### config.mk
export PLATFORM = sky130hd
export DESIGN_NAME = count_invariant_monitor
export DESIGN_NICKNAME = d
export VERILOG_FILES = /design/src/rtl/count_mon_pkg.sv /design/src/rtl/count_ref_model.sv /design/src/rtl/count_invariant_monitor.sv
export SDC_FILE = /design/constraint.sdc
export NUM_CORES = 1
export LEC_CHECK = 0
export CAP_MARGIN = 20
export CORE_MARGIN = 2
export CORE_UTILIZATION = 55
export CTS_BUF_LIST = sky130_fd_sc_hd__clkbuf_4 sky130_fd_sc_hd__clkbuf_8 sky130_fd_sc_hd__clkbuf_16
export CTS_CLUSTER_SIZE = 12
export DETAILED_ROUTE_END_ITERATION = 10
export MAX_ROUTING_LAYER = met4
export PLACE_DENSITY = 0.84
export SKIP_LAST_GASP = 1
export SYNTH_ARGS = -nofsm -noshare
export SYNTH_HDL_FRONTEND = slang
export SYNTH_SLANG_ARGS = --single-unit
export TNS_END_PERCENT = 10
### constraint.sdc
create_clock -name clk -period 10 [get_ports clk]
set_input_delay 2 -clock clk [delete_from_list [all_inputs] [get_ports clk]]
set_output_delay 2 -clock clk [all_outputs]
set_load 0.02 [all_outputs]
### src/rtl/count_mon_pkg.sv
// Shared types for the counter invariant monitor: FSM states, violation codes
// and the first-error priority helper.
package count_mon_pkg;

  typedef enum logic [1:0] {
    IDLE     = 2'd0,
    INIT_CHK = 2'd1,
    TRACK    = 2'd2,
    DONE     = 2'd3
  } mon_state_e;

  localparam logic [2:0] CODE_NONE  = 3'd0;
  localparam logic [2:0] CODE_INIT  = 3'd1;
  localparam logic [2:0] CODE_SUM   = 3'd2;
  localparam logic [2:0] CODE_STEP  = 3'd3;
  localparam logic [2:0] CODE_BOUND = 3'd4;
  localparam logic [2:0] CODE_WDOG  = 3'd5;

  // Bit k of hits flags violation code k; the lowest set code is reported.
  function automatic logic [2:0] pick_code(input logic [5:1] hits);
    logic [2:0] code;
    code = CODE_NONE;
    for (int k = 5; k >= 1; k--) begin
      if (hits[k]) begin
        code = 3'(k);
      end
    end
    return code;
  endfunction

endpackage

### src/rtl/count_ref_model.sv
// Cycle-accurate shadow of the bounded selector-gated counter, re-seeded each
// cycle from the observed outputs so every step is judged on its own.
module count_ref_model #(
  parameter int W     = 10,
  parameter int LIMIT = 300
) (
  input  logic         clk,
  input  logic         rst,
  input  logic         sel_i,
  input  logic [W-1:0] sn_i,
  input  logic [W-1:0] i_i,
  output logic         exp_adv_o,
  output logic [W:0]   exp_sn_o,
  output logic [W:0]   exp_i_o
);

  localparam logic [W:0] LIMIT_X = (W+1)'(LIMIT);

  logic         prev_sel_q;
  logic [W-1:0] prev_i_q;
  logic [W-1:0] prev_sn_q;

  // Previous-cycle selector and counter values; reset mirrors the counter's reset state.
  always_ff @(posedge clk) begin
    if (rst) begin
      prev_sel_q <= 1'b0;
      prev_i_q   <= W'(1);
      prev_sn_q  <= '0;
    end else begin
      prev_sel_q <= sel_i;
      prev_i_q   <= i_i;
      prev_sn_q  <= sn_i;
    end
  end

  // Expected values are one bit wider so a wrap at 2^W shows up as a mismatch.
  assign exp_adv_o = prev_sel_q && ({1'b0, prev_i_q} <= LIMIT_X);
  assign exp_i_o   = {1'b0, prev_i_q}  + {{W{1'b0}}, exp_adv_o};
  assign exp_sn_o  = {1'b0, prev_sn_q} + {{W{1'b0}}, exp_adv_o};

endmodule

### src/rtl/count_invariant_monitor.sv
// Checker for the bounded sn/i counter: step, sum and bound invariants, sticky
// first-error snapshot. Optional idle watchdog under COUNT_MON_WDOG_EN.
module count_invariant_monitor
  import count_mon_pkg::*;
#(
  parameter int W        = 10,
  parameter int LIMIT    = 300,
  parameter int VCNT_W   = 8,
  parameter int WDOG_CYC = 64
) (
  input  logic              clk,
  input  logic              rst,
  input  logic              sel_in,
  input  logic [W-1:0]      sn_in,
  input  logic [W-1:0]      i_in,
  output logic              done,
  output logic              err,
  output logic [2:0]        err_code,
  output logic [W-1:0]      err_sn,
  output logic [W-1:0]      err_i,
  output logic [VCNT_W-1:0] viol_cnt,
  output logic [W-1:0]      adv_cnt
);

  localparam logic [W:0] LIMIT_P1 = (W+1)'(LIMIT + 1);

  mon_state_e        state_q, state_d;
  logic              done_q, done_d;
  logic              err_q, err_d;
  logic [2:0]        code_q, code_d;
  logic [W-1:0]      esn_q, esn_d;
  logic [W-1:0]      ei_q, ei_d;
  logic [VCNT_W-1:0] viol_q, viol_d;
  logic [W-1:0]      adv_q, adv_d;

  logic              exp_adv_s;
  logic [W:0]        exp_sn_s, exp_i_s;
  logic              init_bad_s, sum_bad_s, bound_bad_s, step_bad_s, wdog_hit_s;
  logic [5:1]        hits_s;

  count_ref_model #(.W(W), .LIMIT(LIMIT)) u_ref (
    .clk       (clk),
    .rst       (rst),
    .sel_i     (sel_in),
    .sn_i      (sn_in),
    .i_i       (i_in),
    .exp_adv_o (exp_adv_s),
    .exp_sn_o  (exp_sn_s),
    .exp_i_o   (exp_i_s)
  );

  assign init_bad_s  = (sn_in != '0) || (i_in != W'(1));
  assign sum_bad_s   = (({1'b0, sn_in} + (W+1)'(1)) != {1'b0, i_in});
  assign bound_bad_s = ({1'b0, i_in} > LIMIT_P1);
  assign step_bad_s  = ({1'b0, sn_in} != exp_sn_s) || ({1'b0, i_in} != exp_i_s);

`ifdef COUNT_MON_WDOG_EN
  localparam int IDLE_W = $clog2(WDOG_CYC + 1);
  logic [IDLE_W-1:0] idle_q, idle_d;

  // Idle counter: TRACK cycles without a matched advance; fires once per WDOG_CYC then re-arms.
  always_comb begin
    idle_d     = '0;
    wdog_hit_s = 1'b0;
    if (state_q == TRACK && !(exp_adv_s && !step_bad_s)) begin
      if (idle_q == IDLE_W'(WDOG_CYC - 1)) begin
        wdog_hit_s = 1'b1;
      end else begin
        idle_d = idle_q + IDLE_W'(1);
      end
    end
  end

  // Idle counter register.
  always_ff @(posedge clk) begin
    if (rst) begin
      idle_q <= '0;
    end else begin
      idle_q <= idle_d;
    end
  end
`else
  assign wdog_hit_s = 1'b0;
`endif

  // Next state, violation flags and snapshot/counter updates.
  always_comb begin
    state_d = state_q;
    hits_s  = '0;
    adv_d   = adv_q;
    case (state_q)
      // IDLE only spans reset; the first sampled cycle after it is the initial-value check.
      IDLE, INIT_CHK: begin
        hits_s[1] = init_bad_s;
        hits_s[2] = sum_bad_s;
        hits_s[4] = bound_bad_s;
        state_d   = TRACK;
      end
      TRACK: begin
        hits_s[2] = sum_bad_s;
        hits_s[3] = step_bad_s;
        hits_s[4] = bound_bad_s;
        hits_s[5] = wdog_hit_s;
        if (exp_adv_s && !step_bad_s) begin
          adv_d = adv_q + W'(1);
        end
        if (({1'b0, i_in} == LIMIT_P1) && !err_q && (hits_s == '0)) begin
          state_d = DONE;
        end
      end
      DONE: begin
        hits_s[2] = sum_bad_s;
        hits_s[3] = step_bad_s;
        hits_s[4] = bound_bad_s;
      end
      default: begin
        state_d = IDLE;
      end
    endcase

    err_d  = err_q | (|hits_s);
    code_d = code_q;
    esn_d  = esn_q;
    ei_d   = ei_q;
    if (!err_q && (|hits_s)) begin
      code_d = pick_code(hits_s);
      esn_d  = sn_in;
      ei_d   = i_in;
    end

    viol_d = viol_q;
    if ((|hits_s) && (viol_q != '1)) begin
      viol_d = viol_q + VCNT_W'(1);
    end

    done_d = (state_d == DONE) && !err_d;
  end

  // State and output registers.
  always_ff @(posedge clk) begin
    if (rst) begin
      state_q <= IDLE;
      done_q  <= 1'b0;
      err_q   <= 1'b0;
      code_q  <= CODE_NONE;
      esn_q   <= '0;
      ei_q    <= '0;
      viol_q  <= '0;
      adv_q   <= '0;
    end else begin
      state_q <= state_d;
      done_q  <= done_d;
      err_q   <= err_d;
      code_q  <= code_d;
      esn_q   <= esn_d;
      ei_q    <= ei_d;
      viol_q  <= viol_d;
      adv_q   <= adv_d;
    end
  end

  assign done     = done_q;
  assign err      = err_q;
  assign err_code = code_q;
  assign err_sn   = esn_q;
  assign err_i    = ei_q;
  assign viol_cnt = viol_q;
  assign adv_cnt  = adv_q;

endmodule
==> results of run 1 <==
==> power by group <==
part           internal, W  switching (W)
registers         0.000274      0.0000103
clock network     0.000124       0.000104
logic            0.0000459      0.0000539
total             0.000444       0.000168
==> layout make-up <==
type,instances,area (um2),share of cell area
inverter,14,52.6,0.0120
sequential,66,1320,0.301
tap,77,96.3,0.0219
clock inverter,5,53.8,0.0122
clock buffer,11,145,0.0330
timing repair buffer,67,661,0.150
multi-input combinational,303,2070,0.470
==> tightest hold or removal path, cell delays in order (launching register included) <==
cell     delay [ns]
dfxtp_1        0.33
mux2i_1        0.06
nor2_1         0.07
==> state kept, by name, summed over array words and instances (netlist names) <==
| name | cells |
|---|---|
| adv_cnt | 10 |
| done | 1 |
| err | 1 |
| err_code | 3 |
| err_i | 10 |
| err_sn | 10 |
| state_q | 2 |
| u_ref.prev_i_q | 10 |
| u_ref.prev_sel_q | 1 |
| u_ref.prev_sn_q | 10 |
| viol_cnt | 8 |
==> per-stage QoR <==
step	setup WS, ns	instance area [um2]	total power, W
final	5.13	4400	0.000613
after global routing	4.95	4400	0.000641
after CTS	5.18	4400	0.000614
after detailed placement	4.82	4200	0.000389
after global placement	4.96	4200	0.000387
after floorplan	5.73	3530	0.000351
==> worst paths after layout <==
check	start	to	slack (ns)	cells past startpoint
min reg2reg	err_i[7]	err_i[7]	0.50	2
max reg2reg	u_ref.prev_i_q[1]	viol_cnt[6]	6.21	14
max	sn_in[1]	viol_cnt[6]	5.13	10
min	err_i[7]	err_i[7]	0.50	2
==> per-layer routing <==
layer  up-vias  GRT usage
met1      1489      0.354
met5         -          -
li1       1537          -
met3        25     0.0514
met2        89      0.392
met4         0      0.125
==> synth_stat cells (2+ instances only) <==
cell type	instances
mux2_4	2
o211a_1	4
and3_1	9
o211ai_1	3
nor2b_1	22
or4_1	3
buf_2	3
a211oi_1	3
xnor2_1	34
a31oi_1	2
nor4_1	5
nor3_1	11
nor2_1	54
buf_4	2
nand4_1	14
mux2_1	5
nand2_1	16
o21ai_0	8
inv_1	14
a21oi_1	13
or3_1	4
ha_1	8
a31o_2	2
and4_1	6
mux2i_1	22
xor2_1	12
a211o_1	2
a21oi_2	2
nand2b_1	3
nand3_1	15
clkbuf_1	13
and2_1	2
dfxtp_1	66
==> kinds of logic (layout without fill, tap and decap cells) <==
| group | Yosys count | count (layout) | share of synthesized area |
|---|---|---|---|
| flip-flops | 66 | 66 | 0.375 |
| AO/OA/AOI/OAI | 52 | 52 | 0.110 |
| buffers and inverters | 34 | 97 | 0.0397 |
| multiplexers | 29 | 29 | 0.0869 |
| AND/OR/NAND/NOR | 168 | 168 | 0.247 |
| adder cells (fa/ha/maj) | 8 | 8 | 0.0284 |
| XOR/XNOR | 46 | 46 | 0.114 |
==> flow_summary.yaml, run 1 <==
cts:
  clk-insertion-delay-late_ns: 0.34
  cts_inserted_buffers: 9
  cts_resized: 0
  cts-root-buf: "clkbuf_8"
  clk_pin_slew_worst_paths_ns: 0.08
  cts_tree: "done"
  clock-sinks: 66
  clockBufferDepth: 2
  cts_hold_buf: 0
  htree_levels: 3
  post_cts_buffers: 0
setup_path:
  cp_num_buf_inv: 1
  critPathArrivalTime_ns: 5.11
  crit_fanout: 6
  crit_type: "primary input to flip-flop"
  cpPeakStageDelay_ns: 0.63
  start_kind: "primary input"
  critPathRequiredTime_ns: 10.24
  crit_chain: "clkdlybuf4s50_1 > ha_1 > nand4_1 > xor2_1 > and4b_1 > a311o_1 > and4_1 > a211oi_1 > and3_1 > mux2_4"
  cp_slowest_cell: "clkdlybuf4s50_1"
  end_kind: "flip-flop"
  crit_family: "simple AND/OR/NAND/NOR gates"
synthesis:
  netlist_area_um2: 3530
  synth_edf_count: 0
  syn_inst: 403
  synth.area.top_cells: "dfxtp_1 37%, xnor2_1 8.4%, mux2i_1 6.2%"
  yosys.area.top_type: "dfxtp_1"
  avgSynthCellArea_um2: 8.75
  synth_ff_type: "dfxtp_1"
  yosys_warnings: 0
  seq_area_frac_synth: 0.375
  syn_nets: 434
  yosysTopAreaCellShare: 0.375
  ys_async_sr_fraction: 0
  ys_types: 52
  yosys_register_bits: 66
layout:
  fin_nets: 492
  drive_above_1_share: 0.0601
  fillers: 490
  area_delta_synth_final_pct: 24.6
  final_cells: 543
  final_common_cell: "dfxtp_1"
  most-common-layout-cells: "66 x dfxtp_1, 64 x clkdlybuf4s50_1, 54 x nor2_1"
  diodes: 0
  fin_util: 0.700
hold_path:
  hold_class: "flip-flop to flip-flop"
routing:
  ant_nets: 0
  met2WireLength_um: 4100
  viasPerCell: 5.78
  drc: 0
  drtPass1Iterations: 4
  vias: 3140
  met3_length_um: 382
  routed_wl_um: 8750
  top_layer: "met4"
  drt_iter0_drc: 212
  wire_per_inst_um: 16.1
  met1_length_um: 4020
place:
  place_congestion: 1.01
  io_buffers: 65
  dpl.hpwl_um: 6270
  dp.cells: 527
die:
  fp.dieW_um: 84.1
  design.portCount: 66
  initial_utilization: 0.562
  coreArea_um2: 6280
  die-area_um2: 7070
  rows: 29
  die_h_um: 84.1
grt:
  antenna_found_initial: 0
  grt_max_degree: 71
  grt_pass1_wl_um: 14700
  gr-usage-all-layers: 0.267
  overflow: 0
  grt_pass1_vias: 3003
sta:
  skew_ns: 0.0103
  tns_ns: 0
  worstMarginPinSlew_ns: 0.719
  rsz0062_at_grt: "false"
  drv_slew: 0
  hold_viol_final: 0
  max_freq_mhz: 205
  setup_viol: 0
  whs_ns: 0.495
  relSlewSlack: 0.521
  fin_crit_sh: 0.487
  post-route-min-period_ns: 4.87
status:
  outcome: "completed"
power_and_ir_drop:
  p_per_area_nw_per_um2: 139
  ir_drop_v: 0.0000823
  p_leak_nw: 1.73
job:
  cap_violations: 0
Note: power is estimated with default switching activity, not from simulation.
==> inputs of run 2 (changes only) <==
- CORE_UTILIZATION: 55 -> 47
- PLACE_DENSITY: 0.84 -> 0.76
- clock period: 10 -> 4.25 ns (I/O delays scaled with it)
==> flow_summary.yaml, run 2 (synthesis results as in run 1) <==
status:
  outcome: "completed"
setup_path:
  crit_fanout: 4
  cp_slowest_cell: "o31ai_4"
  end_kind: "flip-flop"
  start_kind: "flip-flop"
  critPathArrivalTime_ns: 3.95
  cpPeakStageDelay_ns: 0.41
  crit_type: "flip-flop to flip-flop"
  crit_chain: "o211a_1 > o21ai_0 > nand2_1 > a21oi_1 > ha_1 > ha_1 > nand2_1 > or3_1 > a211oi_2 > nand4_1 > o31ai_4 > a211oi_1 > and3_1 > mux2_4"
  ff2ff_path_depth: 14
  regToRegStartpoint: "u_ref.prev_i_q[1]"
  rrSetupSlack_ns: 0.54
  critPathRequiredTime_ns: 4.49
  rr_endpoint: "viol_cnt[6]"
cts:
  cts_tree: "done"
  cts_resized: 0
  cts_hold_buf: 0
  cts-root-buf: "clkbuf_8"
  clk_pin_slew_worst_paths_ns: 0.08
  htree_levels: 3
  cts_inserted_buffers: 9
  clk-insertion-delay-late_ns: 0.35
  clockBufferDepth: 2
  post_cts_buffers: 0
  clock-sinks: 66
sta:
  tns_ns: 0
  drv_slew: 0
  worstMarginPinSlew_ns: 0.564
  setup_viol: 0
  skew_ns: 0.00914
  hold_viol_final: 0
  whs_ns: 0.491
  post-route-min-period_ns: 3.71
  relSlewSlack: 0.615
  fin_crit_sh: 0.872
  max_freq_mhz: 270
  rsz0062_at_grt: "false"
die:
  design.portCount: 66
  coreArea_um2: 7250
  fp.dieW_um: 90.6
  die_h_um: 90.6
  initial_utilization: 0.486
  rows: 31
  die-area_um2: 8210
place:
  dpl.hpwl_um: 6670
  dp.cells: 558
  placed_area_um2: 4300
  io_buffers: 65
  place_congestion: 0.957
grt:
  grt_pass1_vias: 3173
  overflow: 0
  gr-usage-all-layers: 0.236
  grt_max_degree: 40
  antenna_found_initial: 0
  grt_pass1_wl_um: 15200
layout:
  fin_nets: 501
  fillers: 636
  diodes: 0
  fin_util: 0.627
  multiInputGateArea_um2: 2070
  most-common-layout-cells: "66 x dfxtp_1, 64 x clkdlybuf4s50_1, 54 x nor2_1"
  register_area_um2: 1320
  final_common_cell: "dfxtp_1"
  drive_above_1_share: 0.0779
  final_cells: 574
  area_delta_synth_final_pct: 29.0
  fin_area_um2: 4550
routing:
  drc: 0
  wire_per_inst_um: 15.8
  drtPass1Iterations: 4
  routed_wl_um: 9050
  viasPerCell: 5.56
  vias: 3190
  ant_nets: 0
  drt_iter0_drc: 169
hold_path:
  hold_class: "flip-flop to flip-flop"
  hold_depth: 2
  hp-start: "err_sn[4]"
  hold_path_end: "err_sn[4]"
power_and_ir_drop:
  pwr-share-clk: 0.419
  p_leak_nw: 1.79
  ir_drop_v: 0.000235
  p_sw_w: 0.000412
  pwr-share-comb: 0.154
  cellInternalPower_w: 0.00116
  p_seq_frac: 0.427
  swShare: 0.262
  p_per_area_nw_per_um2: 345
job:
  cap_violations: 0
run 2: cell count changes in the layout (fill, tap and decap cells not counted), sizes merged:
cell      change
buf           +9
clkinv        -4
bufinv        +2
clkinvlp      +2
clkbuf        -1
inv           +1
run 2: layout make-up:
class | count | area share
clock buffers | 10 | 0.0289
repair buffers | 76 | 0.163
well taps | 99 | 0.0272
inverters | 14 | 0.0116
clock inverters | 6 | 0.0250
multi-input cells | 303 | 0.454
flip-flops and latches | 66 | 0.290
run 2: through the flow:
step	setup slack (ns)	total power (W)
6_report	0.543	0.00157
5_1_grt	0.233	0.00163
4_1_cts	0.544	0.00157
3_5_place_dp	0.334	0.000924
3_3_place_gp	0.411	0.000920
2_1_floorplan	1.03	0.000827
run 2: power groups by stage:
stage / registers [W] / logic, W / clock network (W)
CTS: 0.000670 / 0.000242 / 0.000662
global placement: 0.000682 / 0.000238 / 0
global route: 0.000674 / 0.000264 / 0.000687
detailed placement: 0.000683 / 0.000241 / 0
floorplan: 0.000698 / 0.000128 / 0
finish: 0.000670 / 0.000242 / 0.000657
run 2: worst max-delay path by stage:
stage,start,endpoint,slack [ns],depth (start not counted)
after CTS,u_ref.prev_i_q[1],viol_cnt[4],0.54,14
after global routing,u_ref.prev_i_q[1],viol_cnt[6],0.23,14
after detailed placement,sn_in[1],viol_cnt[6],0.33,10
after global placement,sn_in[1],viol_cnt[6],0.41,10
final,u_ref.prev_i_q[1],viol_cnt[6],0.54,14
after floorplan,u_ref.prev_i_q[1],viol_cnt[4],1.03,14
run 2: worst max-delay path: cells and delay by family (launching register included):
kind / cells / cell delay [ns]
AOI/OAI and AO/OA: 6 / 1.52
and+or+nand+nor: 5 / 1.04
adders and majority gates: 2 / 0.41
DFF: 1 / 0.34
muxes: 1 / 0.29
run 2: routing by layer:
metal	vias up	GRT usage	share of wire
met1	1527	0.300	0.45
met4	0	0.108	0.027
met2	91	0.368	0.47
met5	-	-	0
met3	21	0.0409	0.048
li1	1551	-	-
==> inputs of run 3 (changes only) <==
- RECOVER_POWER: unset -> 25
==> flow_summary.yaml, run 3 (synthesis results as in run 1) <==
cts:
  htree_levels: 3
  clk_pin_slew_worst_paths_ns: 0.08
  cts_inserted_buffers: 9
  cts_hold_buf: 0
  post_cts_buffers: 0
  clk-insertion-delay-late_ns: 0.35
  cts_tree: "done"
  clockBufferDepth: 2
  cts_resized: 0
  cts-root-buf: "clkbuf_8"
  clock-sinks: 66
setup_path:
  rr_endpoint: "viol_cnt[6]"
  end_kind: "flip-flop"
  crit_family: "compound AO/OA/AOI/OAI gates"
  cp_num_buf_inv: 0
  critPathRequiredTime_ns: 4.49
  critPathLaunch: "u_ref.prev_i_q[1]"
  crit_type: "flip-flop to flip-flop"
  cpPeakStageDelay_ns: 0.42
  regToRegStartpoint: "u_ref.prev_i_q[1]"
  ff2ff_path_depth: 14
  rrSetupSlack_ns: 0.54
  start_kind: "flip-flop"
  crit_chain: "o211a_1 > o21ai_0 > nand2_1 > a21oi_1 > ha_1 > ha_1 > nand2_1 > or3_1 > a211oi_2 > nand4_1 > o31ai_4 > a211oi_1 > and3_1 > mux2_4"
  critPathArrivalTime_ns: 3.96
  cp_slowest_cell: "o31ai_4"
  crit_fanout: 4
die:
  die-area_um2: 8210
  die_h_um: 90.6
  design.portCount: 66
  initial_utilization: 0.486
  rows: 31
  fp.dieW_um: 90.6
  coreArea_um2: 7250
place:
  place_congestion: 0.957
  io_buffers: 65
  dpl.hpwl_um: 6670
power_and_ir_drop:
  pwr-share-clk: 0.419
  p_seq_frac: 0.427
  swShare: 0.262
  ir_drop_v: 0.000235
  p_leak_nw: 1.80
  p_per_area_nw_per_um2: 345
  pwr-share-comb: 0.154
  p_sw_w: 0.000412
  cellInternalPower_w: 0.00116
routing:
  drt_iter0_drc: 187
  viasPerCell: 5.57
  ant_nets: 0
  wire_per_inst_um: 15.8
  routed_wl_um: 9050
  drc: 0
  drtPass1Iterations: 4
  vias: 3196
grt:
  grt_pass1_wl_um: 15200
  gr-usage-all-layers: 0.236
  grt_pass1_vias: 3173
  antenna_found_initial: 0
  overflow: 0
  grt_max_degree: 40
layout:
  drive_above_1_share: 0.0737
  most-common-layout-cells: "66 x dfxtp_1, 59 x clkdlybuf4s50_1, 54 x nor2_1"
  diodes: 0
  fin_nets: 501
  fillers: 638
  final_common_cell: "dfxtp_1"
  area_delta_synth_final_pct: 28.8
hold_path:
  hold_class: "flip-flop to flip-flop"
  hp-start: "err_sn[4]"
  hold_path_end: "err_sn[4]"
  hold_depth: 2
sta:
  tns_ns: 0
  worstMarginPinSlew_ns: 1.64
  relSlewSlack: -0.0961
  skew_ns: 0.00858
  hold_viol_final: 0
  max_freq_mhz: 269
  whs_ns: 0.485
  rsz0062_at_grt: "false"
  drv_slew: 40
  fin_crit_sh: 0.874
  setup_viol: 0
  post-route-min-period_ns: 3.71
status:
  violations: "max-capacitance violations, max-slew violations"
  outcome: "finished with violations"
job:
  cap_violations: 1
## run 3: cell count changes in the layout (fill, tap and decap cells not counted)
| cell | delta |
|---|---|
| buf_2 | -1 |
| buf_4 | -1 |
| clkbuf_1 | +2 |
| clkdlybuf4s50_1 | -5 |
| dlygate4sd3_1 | +5 |
## run 3: final cells by class
class | count | area [um2] | share of cell area
multi-input combinational | 303 | 2070 | 0.455
sequential | 66 | 1320 | 0.291
timing repair buffer | 76 | 736 | 0.162
clock buffer | 10 | 131 | 0.0289
tap | 99 | 124 | 0.0273
clock inverter | 6 | 114 | 0.0251
inverter | 14 | 52.6 | 0.0116
## run 3: worst min-delay path, delay by kind of cell (launching register included)
kind | cells | cell delay [ns]
flip-flops | 1 | 0.32
AND/OR/NAND/NOR | 1 | 0.07
multiplexers | 1 | 0.06
## run 3: per-stage QoR
step,power [W],cells,setup WS [ns],instance area (um2),util
2_1_floorplan,0.000827,403,1.03,3530,-
3_3_place_gp,0.000920,558,0.411,4300,0.593
3_5_place_dp,0.000924,558,0.334,4300,0.593
4_1_cts,0.00157,574,0.544,4550,0.627
5_1_grt,0.00162,574,0.232,4540,0.627
6_report,0.00157,574,0.535,4540,0.627
## run 3: worst max path at each step
stage | to | slack [ns] | cells after the start
CTS | viol_cnt[4] | 0.54 | 14
floorplan | viol_cnt[4] | 1.03 | 14
global route | err_sn[8] | 0.23 | 15
finish | viol_cnt[6] | 0.54 | 14
global placement | viol_cnt[6] | 0.41 | 10
detailed placement | viol_cnt[6] | 0.33 | 10
## run 3: per-layer routing
| metal | up-vias | wire, um | GRT usage | part of all wire |
|---|---|---|---|---|
| li1 | 1551 | - | - | - |
| met1 | 1530 | 4030 | 0.300 | 0.45 |
| met2 | 97 | 4280 | 0.368 | 0.47 |
| met3 | 18 | 519 | 0.0409 | 0.057 |
| met4 | 0 | 215 | 0.108 | 0.024 |
| met5 | - | 0 | - | 0 |
## run 3: power groups by stage
| stage | clock network [W] | registers (W) | logic (W) |
|---|---|---|---|
| after global routing | 0.000687 | 0.000674 | 0.000263 |
| final | 0.000658 | 0.000670 | 0.000242 |
| after global placement | 0 | 0.000682 | 0.000238 |
| after detailed placement | 0 | 0.000683 | 0.000241 |
| after floorplan | 0 | 0.000698 | 0.000128 |
| after CTS | 0.000662 | 0.000670 | 0.000242 |
==> RTL edit: new RTL, flow settings as in run 2 <==
The output `done` loses its register stage (`done_q` becomes a continuous assignment).
--- a/src/rtl/count_invariant_monitor.sv
+++ b/src/rtl/count_invariant_monitor.sv
@@ -141,5 +141,4 @@
     if (rst) begin
       state_q <= IDLE;
-      done_q  <= 1'b0;
       err_q   <= 1'b0;
       code_q  <= CODE_NONE;
@@ -150,5 +149,4 @@
     end else begin
       state_q <= state_d;
-      done_q  <= done_d;
       err_q   <= err_d;
       code_q  <= code_d;
@@ -159,4 +157,6 @@
     end
   end
+
+  assign done_q = done_d;
 
   assign done     = done_q;
Behaviour: same outputs for any inputs over 10 cycles, from zero or initial values and one cycle with rst high; that may be too few to reach the edited logic, so the function may still have changed.
==> RTL edit against run 2 <==
The run now ends with setup timing left. Critical path type is now flop to output pin. Area after synthesis up 3.3%. Count of clock-buffer cells in the layout unchanged. Sequential cell count down 1. Largest power group unchanged. Total power down 5.9%. Design area up 10%. Sequential power down 2%. Setup slack worse by 0.60 ns. Die area up 3.2%. Routed wire length up 9.3%.
==> RTL edit: results (changes against run 2) <==
\begin{tabular}{lr}
\hline
Metric & Value \\
\hline
\multicolumn{2}{l}{\textbf{Status}} \\
\quad Result of the run & complete, but fails checks (was finished clean) \\
\quad Violated checks & setup timing \\
\multicolumn{2}{l}{\textbf{Routing}} \\
\quad Initial DRC Count & 177 (was 169) \\
\quad Length of the first detailed-routing pass in iterations & 5 (was 4) \\
\quad Detailed Route WL & 9890 um (was 9050 um) \\
\quad Detail Route met2 WL & 4750 um (was 4260 um) \\
\multicolumn{2}{l}{\textbf{Critical path}} \\
\quad Maximum cell stage delay along the critical path & 0.45 ns (was 0.41 ns) \\
\quad Worst path slowest cell & sky130\_fd\_sc\_hd\_\_or4\_4 (was sky130\_fd\_sc\_hd\_\_o31ai\_4) \\
\quad Largest fanout on the critical path & 3 (was 4) \\
\quad Depth of the worst register-to-register path & 18 (was 14) \\
\multicolumn{2}{l}{\textbf{GRT}} \\
\quad Global routing usage on met2 & 0.393 (was 0.368) \\
\quad Met1 routing resource usage after global routing & 0.318 (was 0.300) \\
\quad Global-route wire length before repair & 16400 um (was 15200 um) \\
\quad Combined global-route utilization of all metal layers & 0.249 (was 0.236) \\
\quad GRT met3 Usage & 0.0386 (was 0.0409) \\
\quad Pin count of the biggest net entering global routing & 36 (was 40) \\
\multicolumn{2}{l}{\textbf{Clocking}} \\
\quad Setup Buffers After CTS & 2 (was 0) \\
\multicolumn{2}{l}{\textbf{Pwr}} \\
\quad Static leakage power & 2.04 nW (was 1.79 nW) \\
\quad Share of total power in combinational logic & 0.201 (was 0.154) \\
\quad Peak VDD IR & 0.000234 V (was 0.000235 V) \\
\quad P\_comb & 0.296 mW (was 0.242 mW) \\
\quad Switching Share & 0.283 (was 0.262) \\
\multicolumn{2}{l}{\textbf{STA}} \\
\quad Worst setup margin & -0.0598 ns (was 0.543 ns) \\
\quad Setup tns final & -0.0598 ns (was 0 ns) \\
\quad Number of setup violations in the final report & 1 (was 0) \\
\multicolumn{2}{l}{\textbf{Yosys}} \\
\quad Commonest cells post-synth & sky130\_fd\_sc\_hd\_\_dfxtp\_1, sky130\_fd\_sc\_hd\_\_nor2\_1, sky130\_fd\_sc\_hd\_\_xnor2\_1 (unchanged) \\
\quad Top area cells in the synthesized netlist & sky130\_fd\_sc\_hd\_\_dfxtp\_1, sky130\_fd\_sc\_hd\_\_xnor2\_1, sky130\_fd\_sc\_hd\_\_mux2i\_1, sky130\_fd\_sc\_hd\_\_nor2\_1, sky130\_fd\_sc\_hd\_\_nor2b\_1 (unchanged) \\
\multicolumn{2}{l}{\textbf{Finish}} \\
\quad Share of post-route cells with drive strength above 1 & 0.199 (was 0.0779) \\
\multicolumn{2}{l}{\textbf{Placed design}} \\
\quad Final weighted congestion in routability-driven placement & 0.929 (was 0.957) \\
\quad Placement Cell Area & 4740 um2 (was 4300 um2) \\
\quad Dpl hpwl & 7340 um (was 6670 um) \\
\hline
\end{tabular}
RTL edit: changes by cell type in the layout (fill, tap and decap cells not counted), sizes merged, moves of 5 or more:
| cell | change |
|---|---|
| nand3 | +7 |
| buf | +56 |
| inv | -10 |
| nor2 | -7 |
| clkinv | +5 |
RTL edit: worst paths after layout:
check	start	to	slack, ns
setup / recovery	u_ref.prev_i_q[1]	done	-0.06
hold / removal	err_code[1]	err_code[1]	0.46
setup reg to reg	u_ref.prev_i_q[1]	viol_cnt[6]	0.41
hold reg to reg	err_code[1]	err_code[1]	0.46
RTL edit: metrics by stage:
step	worst slack [ns]	std cells	hold slack, ns
3_3_place_gp	-0.451	623	0.455
2_1_floorplan	0.0253	422	0.498
5_1_grt	-0.246	641	0.499
6_report	-0.0598	641	0.460
4_1_cts	-0.0993	641	0.466
3_5_place_dp	-0.481	623	0.455
RTL edit: cell type report:
class                           instances  area [um2]
Fill cell                             647        2590
Sequential cell                        65        1300
Clock inverter                          6        58.8
Multi-Input combinational cell        322        2220
Inverter                                5        18.8
Clock buffer                           10         131
Timing Repair Buffer                  131        1160
Tap cell                              102         128
RTL edit: tightest hold or removal path: stages, from the launching register on:
cell and delay (ns):
sky130_fd_sc_hd__dfxtp_1 0.31, sky130_fd_sc_hd__nand2_1 0.05, sky130_fd_sc_hd__a21oi_1 0.05
RTL edit: cells by family after synthesis:
kind of cell / count (synthesis) / synth area share
and+or+nand+nor: 184 / 0.275
DFF: 65 / 0.357
AOI/OAI and AO/OA: 58 / 0.105
xor gates and xnor gates: 46 / 0.111
buffers and inverters: 35 / 0.0518
muxes: 26 / 0.0735
adders and majority gates: 8 / 0.0275
